**src/rtl/carregador_pkg.sv**
```systemverilog
// carregador_pkg: shared state encodings, BCD constants and a two-digit BCD increment helper.
package carregador_pkg;

    typedef enum logic [2:0] {IDLE, REQ, WAIT_LOW, FULL, FAULT} state_t;

    localparam logic [3:0] BCD_ZERO = 4'd0;
    localparam logic [3:0] BCD_NOVE = 4'd9;

    function automatic logic [7:0] bcd_inc(input logic [7:0] v);
        return v[3:0] == BCD_NOVE ? {v[7:4] + 4'd1, BCD_ZERO} : {v[7:4], v[3:0] + 4'd1};
    endfunction

endpackage

```
**src/rtl/carregador_bandeja_if.sv**
```systemverilog
// carregador_bandeja_if: control, feeder handshake and tray level signals of the tray loader.
interface carregador_bandeja_if;

    logic       start;
    logic       clear;
    logic       feed_ack;
    logic       feed_req;
    logic [3:0] unidades_bandeja;
    logic [3:0] dezenas_bandeja;
    logic       cheia;
    logic       busy;
    logic       fault;

    modport master (
        output start, clear, feed_ack,
        input  feed_req, unidades_bandeja, dezenas_bandeja, cheia, busy, fault
    );

    modport slave (
        input  start, clear, feed_ack,
        output feed_req, unidades_bandeja, dezenas_bandeja, cheia, busy, fault
    );

endinterface

```
**src/rtl/bcd_digito_up.sv**
```systemverilog
// bcd_digito_up: one BCD digit counting up with enable, synchronous clear and carry out.
module bcd_digito_up
    import carregador_pkg::*;
(
    input  logic       clk,
    input  logic       rst,
    input  logic       clr,
    input  logic       en,
    output logic [3:0] q,
    output logic       co
);

    assign co = en && q == BCD_NOVE;

    always_ff @(posedge clk or posedge rst) begin
        if (rst)
            q <= BCD_ZERO;
        else if (clr)
            q <= BCD_ZERO;
        else if (en)
            q <= co ? BCD_ZERO : q + 4'd1;
    end

endmodule

```
**src/rtl/carregador_bandeja.sv**
```systemverilog
// carregador_bandeja: fills the tray one item per req/ack handshake until the BCD target is reached.
// Optional feeder timeout with FAULT state is enabled by defining CARREGADOR_TIMEOUT_EN.
module carregador_bandeja
    import carregador_pkg::*;
#(
    parameter logic [3:0] ALVO_UNIDADES = 4'd9,
    parameter logic [3:0] ALVO_DEZENAS  = 4'd9,
    parameter int         ACK_TIMEOUT   = 15
) (
    input logic                 clk,
    input logic                 rst,
    carregador_bandeja_if.slave bus
);

    localparam logic [7:0] ALVO = {ALVO_DEZENAS, ALVO_UNIDADES};

    state_t     state, nxt;
    logic [7:0] level;
    logic       inc, timeout, units_co, tens_co;

    assign level = {bus.dezenas_bandeja, bus.unidades_bandeja};
    // clear beats a simultaneous ack, so that ack never counts
    assign inc = state == REQ && bus.feed_ack && !bus.clear;

    bcd_digito_up u_unidades (
        .clk(clk), .rst(rst), .clr(bus.clear), .en(inc),
        .q(bus.unidades_bandeja), .co(units_co)
    );

    bcd_digito_up u_dezenas (
        .clk(clk), .rst(rst), .clr(bus.clear), .en(units_co),
        .q(bus.dezenas_bandeja), .co(tens_co)
    );

    // the level stops at the target, so the tens digit never rolls over
    always_comb assert (tens_co !== 1'b1);

`ifdef CARREGADOR_TIMEOUT_EN
    localparam int CW = $clog2(ACK_TIMEOUT + 1);
    logic [CW-1:0] wait_cnt;
    always_ff @(posedge clk or posedge rst) begin
        if (rst)
            wait_cnt <= '0;
        else
            wait_cnt <= (state == REQ && !bus.clear) ? wait_cnt + 1'b1 : '0;
    end
    assign timeout = state == REQ && !bus.feed_ack && wait_cnt == CW'(ACK_TIMEOUT - 1);
`else
    assign timeout = 1'b0;
`endif

    always_comb begin
        nxt = state;
        if (bus.clear)
            nxt = IDLE;
        else
            case (state)
                IDLE:     if (bus.start) nxt = level == ALVO ? FULL : REQ;
                REQ:      nxt = bus.feed_ack ? WAIT_LOW : timeout ? FAULT : REQ;
                WAIT_LOW: if (!bus.feed_ack) nxt = level == ALVO ? FULL : REQ;
                default:  nxt = state;
            endcase
    end

    // outputs decode the next state so they line up with the registered level
    always_ff @(posedge clk or posedge rst) begin
        if (rst) begin
            state        <= IDLE;
            bus.feed_req <= 1'b0;
            bus.busy     <= 1'b0;
            bus.fault    <= 1'b0;
            bus.cheia    <= 1'b0;
        end else begin
            state        <= nxt;
            bus.feed_req <= nxt == REQ;
            bus.busy     <= nxt == REQ || nxt == WAIT_LOW;
            bus.fault    <= nxt == FAULT;
            bus.cheia    <= bus.clear ? 1'b0 : inc ? bcd_inc(level) == ALVO : bus.cheia || nxt == FULL;
        end
    end

endmodule

```
**src/flat_wrapper.sv**
```systemverilog
// flat-port wrapper written by rule: the top's interface ports become plain ports
module carregador_bandeja_flat import carregador_pkg::*;
#(
    parameter logic [3:0] ALVO_UNIDADES = 4'd9,
    parameter logic [3:0] ALVO_DEZENAS  = 4'd9,
    parameter int         ACK_TIMEOUT   = 15
)
  (clk, rst, bus_start, bus_clear, bus_feed_ack, bus_feed_req, bus_unidades_bandeja, bus_dezenas_bandeja, bus_cheia, bus_busy, bus_fault);
  carregador_bandeja_if bus_i ();
  input logic clk;
  input logic rst;
  input wire logic [$bits(bus_i.start)-1:0] bus_start;
  input wire logic [$bits(bus_i.clear)-1:0] bus_clear;
  input wire logic [$bits(bus_i.feed_ack)-1:0] bus_feed_ack;
  output wire logic [$bits(bus_i.feed_req)-1:0] bus_feed_req;
  output wire logic [$bits(bus_i.unidades_bandeja)-1:0] bus_unidades_bandeja;
  output wire logic [$bits(bus_i.dezenas_bandeja)-1:0] bus_dezenas_bandeja;
  output wire logic [$bits(bus_i.cheia)-1:0] bus_cheia;
  output wire logic [$bits(bus_i.busy)-1:0] bus_busy;
  output wire logic [$bits(bus_i.fault)-1:0] bus_fault;
  assign bus_i.start = bus_start;
  assign bus_i.clear = bus_clear;
  assign bus_i.feed_ack = bus_feed_ack;
  assign bus_feed_req = bus_i.feed_req;
  assign bus_unidades_bandeja = bus_i.unidades_bandeja;
  assign bus_dezenas_bandeja = bus_i.dezenas_bandeja;
  assign bus_cheia = bus_i.cheia;
  assign bus_busy = bus_i.busy;
  assign bus_fault = bus_i.fault;
  carregador_bandeja #(.ALVO_UNIDADES(ALVO_UNIDADES), .ALVO_DEZENAS(ALVO_DEZENAS), .ACK_TIMEOUT(ACK_TIMEOUT)) u_core (.clk(clk), .rst(rst), .bus(bus_i));
endmodule
```
**config.mk**
```make
export PLATFORM = sky130hd
export DESIGN_NAME = carregador_bandeja_flat
export DESIGN_NICKNAME = d
export VERILOG_FILES = /design/src/rtl/carregador_pkg.sv /design/src/rtl/carregador_bandeja_if.sv /design/src/rtl/bcd_digito_up.sv /design/src/rtl/carregador_bandeja.sv /design/src/flat_wrapper.sv
export SDC_FILE = /design/constraint.sdc
export NUM_CORES = 1
export LEC_CHECK = 0
export BUFFER_PORTS_ARGS = -buffer_cell sky130_fd_sc_hd__buf_4
export CORE_MARGIN = 2
export CORE_UTILIZATION = 50
export DETAILED_ROUTE_END_ITERATION = 7
export PLACE_DENSITY_LB_ADDON = 0.2
export REMOVE_ABC_BUFFERS = 1
export SLEW_MARGIN = 30
export SYNTH_ARGS = -nofsm -noshare
export SYNTH_HDL_FRONTEND = slang
export SYNTH_SLANG_ARGS = --single-unit
```
**constraint.sdc**
```tcl
create_clock -name clk -period 2.1 [get_ports clk]
set_input_delay 0.42 -clock clk [delete_from_list [all_inputs] [get_ports clk]]
set_output_delay 0.42 -clock clk [all_outputs]
set_load 0.02 [all_outputs]
```
After elaboration in Yosys (flattened, before gate mapping)
Cells that the tools add are included.
{"block": "word_totals", "reg_bits": 15, "output_inout_bits": 12, "word_cells": 44}
{"block": "op_classes", "addsub": 2, "n_eq_ne": 10, "muxes": 15, "reduce_logical": 10}
{"cell": "two-way mux 4 bit", "count": 6}
{"cell": "== test 8 bit (second input constant)", "count": 2}
{"cell": "== test 3 x 2 -> 1 bit (second input constant)", "count": 3}
{"cell": "two-way mux 3 bit", "count": 3}
{"cell": "case mux 3 bit (3 select lines)", "count": 1}
{"cell": "adder 4 x 1 -> 4 bit (second input constant)", "count": 2}
{"cell": "== test 4 bit (second input constant)", "count": 2}
{"cell": "two-way mux 8 bit", "count": 1}
{"cell": "== test 3 x 1 -> 1 bit (second input constant)", "count": 2}
{"cell": "logical AND 1 bit", "count": 4}
{"cell": "two-way mux 2 bit", "count": 2}
{"cell": "nonzero test 2 bit", "count": 2}
{"cell": "== test 3 bit (second input constant)", "count": 1}
{"cell": "logical NOT 3 bit", "count": 1}
{"cell": "logical OR 1 bit", "count": 2}
{"cell": "two-way mux 1 bit", "count": 2}
{"cell": "logical NOT 1 bit", "count": 1}

Longest topological paths before layout
{"block": "depth", "word_depth": 9, "ltp_mapped": 6, "ltp_nobuf": 6}

Modules after synthesis
A second synthesis with hierarchy kept.
{"block": "hier_totals", "cells_unflattened": 95, "area_unflattened_um2": 912.1}
{"mod": "bcd_digito_up", "instances": 2, "cells_per_inst": 27, "area_each_um2": 245.2, "seq_area_each_um2": 100.1}
{"mod": "carregador_bandeja", "instances": 1, "cells_per_inst": 41, "area_each_um2": 421.7, "seq_area_each_um2": 175.2}

Least setup slack after synthesis
OpenSTA, ideal clock, no wires.
{"block": "synth_path", "path_kind": "reg2reg", "startpoint": "reg u_core.u_unidades.q[1]", "endpoint": "reg u_core.u_dezenas.q[3]", "arrival_time_ps": 1755, "path_slack_ps": 262, "path_stages_with_launch": 7, "n_path_buf": 0, "period_less_slack_ps": 1838, "path_cell_list": "dfrtp_1 -> inv_1 -> ha_1 -> nand3b_1 -> or4_4 -> or3_1 -> o21ai_0"}
{"block": "synth_via", "elab_chain_len": 6}
{"element": "from (decl)", "line_no": "bcd_digito_up.sv:9", "source": "output logic [3:0] q,"}
{"element": "from (signal assigned)", "line_no": "bcd_digito_up.sv:21", "source": "q <= co ? BCD_ZERO : q + 4'd1;"}
{"element": "== test 4 bit *", "line_no": "bcd_digito_up.sv:13", "source": "assign co = en && q == BCD_NOVE;"}
{"element": "logical AND 1 bit *", "line_no": "bcd_digito_up.sv:13"}
{"element": "logical AND 1 bit", "line_no": "bcd_digito_up.sv:13"}
{"element": "two-way mux 4 bit", "line_no": "bcd_digito_up.sv:21"}
{"element": "two-way mux 4 bit", "line_no": "bcd_digito_up.sv:20", "source": "else if (en)"}
{"element": "two-way mux 4 bit", "line_no": "bcd_digito_up.sv:18", "source": "else if (clr)"}
{"element": "to (signal assigned)", "line_no": "bcd_digito_up.sv:21"}
{"element": "to (decl)", "line_no": "bcd_digito_up.sv:9"}
Mark *: on every way between the ends. The rest lies on a longest branch, timed or not. The select of a mux whose other input is x is not followed.
A chain may end at the register's enable or synchronous reset.

Worst setup path after layout
Ends and elaborated chain as after synthesis.

==> flow_metrics.py <==
metrics = {
    "route": {
        "routedWlPerCell_microns": 14.0,
        "totalWireLength_mm": 1.73,
        "drtIter0Drc": 13,
        "first_pass_iters": 4,
        "ant_nets": 0,
        "viasPerCell": 5.86,
        "vias": 727,
        "drc": 0,
    },
    "global_routing": {
        "grt.total_usage_pct": 19.4,
        "grt-ovfl-total": 0,
        "grt_max_degree": 16,
        "antenna_found_initial": 0,
        "grt_pass1_wl_mm": 2.85,
        "grt_pass1_vias": 664,
    },
    "power_and_ir_drop": {
        "power.density_nw_per_um2": 570,
        "vdd_drop_max_uv": 485,
        "p_leak_uw": 0.000466,
    },
    "min_path": {
        "hold_class": "input pin to asynchronous set/reset pin",
    },
    "floorplanning": {
        "chipHeight_microns": 45.2,
        "core_sq_um": 1540,
        "rows": 14,
        "start_util_pct": 55.0,
        "die-area_sq_um": 2040,
        "fp.dieW_microns": 45.2,
        "ios": 17,
    },
    "synthesis": {
        "yosys-top-cells-count": "dfrtp_1, a21oi_1, nand2_1, inv_1, nor2_1",
        "synth_edf_count": 0,
        "syn_area_sq_um": 847,
        "synth_area_leader_cell": "dfrtp_1",
        "synth.area.top_cells": "dfrtp_1, ha_1, a21oi_1, nand2_1, inv_1",
        "synthDistinctLibCells": 31,
        "synthCells": 90,
        "synth-async-reset-ratio_pct": 100,
        "synth-seq-area-share_pct": 44.3,
        "syn_area_per_cell_sq_um": 9.41,
        "synth_seq_cells": 15,
        "synth_top_area_share_pct": 44.3,
        "yosys_warnings": 0,
        "synth_most_common_cell": "dfrtp_1",
        "ys.flop_type": "dfrtp_1",
    },
    "clocking": {
        "clock_latency_ns": 0.28,
        "h-tree-depth": 1,
        "clk_root_buffer_cell": "clkbuf_4",
        "cts_tree": "yes",
        "cts_buffer_depth": 2,
        "cts-buffers-inserted": 3,
        "clkTransAtPathRegs_ns": 0.09,
        "clkSinkCount": 15,
        "post_cts_buffers": 0,
    },
    "flow_run": {
        "cap_violations": 0,
    },
    "finish": {
        "fin_nets": 119,
        "nFillCells": 136,
        "final_area_sq_um": 1010,
        "fin_util_pct": 65.8,
        "seqCellArea_sq_um": 375,
        "area_growth_pct": 19.8,
        "multi_input_area_sq_um": 438,
        "antenna_cells": 0,
        "drive_gt1_share_pct": 22.2,
    },
    "sta": {
        "hold_violations": 0,
        "setup_viol": 0,
        "tns_ns": 0,
        "fmax_mhz": 529,
        "relSlewSlack_pct": 58.1,
        "tightest_slew_ns": 0.621,
        "setup_ws_ns": 0.211,
        "fin_crit_sh_pct": 89.9,
        "rsz0062_at_grt": "no",
        "period_needed_ns": 1.89,
        "maxSlewViolCount": 0,
        "fin_worst_skew_ns": 0.00161,
    },
    "critical_path": {
        "worst-setup-path-type": "flip-flop to flip-flop",
        "crit_fanout": 6,
        "worst_ep_arrival_time_ns": 2.10,
        "cp_data_required_time_ns": 2.31,
        "crit_path_start_kind": "flip-flop",
        "worstSetupEndpointType": "flip-flop",
    },
    "placed_design": {
        "placed_area_sq_um": 981,
        "place_ws_ns": 0.189,
        "hpwl_mm": 1.29,
        "port_buffers": 16,
        "place.gp.congestion": 0.814,
    },
    "run_status": {
        "status": "finished clean",
    },
}
[path summary, 6_finish.rpt]
path	start	to	slack (ns)	cells after the start
min reg2reg	u_core.u_dezenas.q[2]	u_core.u_dezenas.q[2]	0.55	1
max in group asynchronous	rst	u_core.u_unidades.q[3]	1.55	2
max reg2reg	u_core.u_unidades.q[1]	u_core.u_dezenas.q[3]	0.21	6
max	u_core.u_unidades.q[1]	u_core.u_dezenas.q[3]	0.21	6
min in group clk	bus_clear	u_core.u_unidades.q[3]	0.40	2
min	rst	u_core.u_dezenas.q[1]	0.18	2
[metal layers]
metal	vias to the layer above	global-route usage, %	share of wire, %
met2	24	28.9	45
li1	361	-	-
met5	-	0	0
met4	0	9.41	2.1
met1	338	26.6	47
met3	4	4.40	5.3
[placed cells by master, fill, tap and decap left out, types with 2 or more instances in the layout]
| cell type | n |
|---|---|
| mux2i_1 | 2 |
| nor4_1 | 3 |
| a22oi_1 | 2 |
| and3b_1 | 2 |
| nand2_1 | 8 |
| nor2_1 | 7 |
| inv_1 | 7 |
| clkbuf_4 | 3 |
| a21oi_1 | 9 |
| o21ai_0 | 4 |
| or3_1 | 2 |
| ha_1 | 5 |
| buf_4 | 17 |
| dfrtp_1 | 15 |
| a311oi_1 | 2 |
| nand4b_1 | 2 |
| nor3_1 | 2 |
| nand3b_1 | 2 |
[cells by family (layout without fill, tap and decap cells)]
family	after synthesis	count (layout)	share of synthesized area [%]
AND/OR/NAND/NOR	37	37	25.9
multiplexers	2	2	2.36
AO/OA/AOI/OAI	20	20	14.3
XOR/XNOR	1	1	1.03
adder cells (fa/ha/maj)	5	5	7.39
flip-flops	15	15	44.3
buffers and inverters	10	28	4.73
[power breakdown]
part	internal (uW)	switching, uW	total, uW
Clock	70.8	95.4	166
Sequential	301	14.0	315
Combinational	41.2	55.6	96.8
Total	413	165	578
[registers in the layout (all words and copies together) (netlist names)]
name / count
u_core.bus.busy: 1
u_core.bus.cheia: 1
u_core.bus.fault: 1
u_core.bus.feed_req: 1
u_core.state: 3
u_core.u_dezenas.q: 4
u_core.u_unidades.q: 4
[critical path: stages, from the launching register on]
cell,delay (ns)
dfrtp_1,0.45
inv_1,0.11
ha_1,0.19
nand3b_1,0.11
or4_4,0.53
or3_1,0.35
o21ai_0,0.07
[metrics by stage]
| step | hold slack, ns | total power (uW) | cells |
|---|---|---|---|
| detailed placement | 0.510 | 415 | 120 |
| global route | 0.237 | 608 | 124 |
| floorplan | 0.321 | 374 | 87 |
| finish | 0.181 | 578 | 124 |
| CTS | 0.200 | 579 | 124 |
| global placement | 0.506 | 412 | 120 |
[what timing repair did]
item | 4_1_cts | 5_1_grt
endpoints found under the setup margin | 0 | 3
hold buffers | 0 | 0
gates resized for setup | 0 | 2
[layout make-up]
cell class              instances  share of cell area, %
clock buffers                   3                   2.22
clock inverters                 1                  0.493
inverters                       7                   2.59
multi-input cells              65                   43.2
flip-flops and latches         15                   37.0
well taps                      16                   1.97
repair buffers                 17                   12.6
Note: power is estimated with default switching activity, not from simulation.
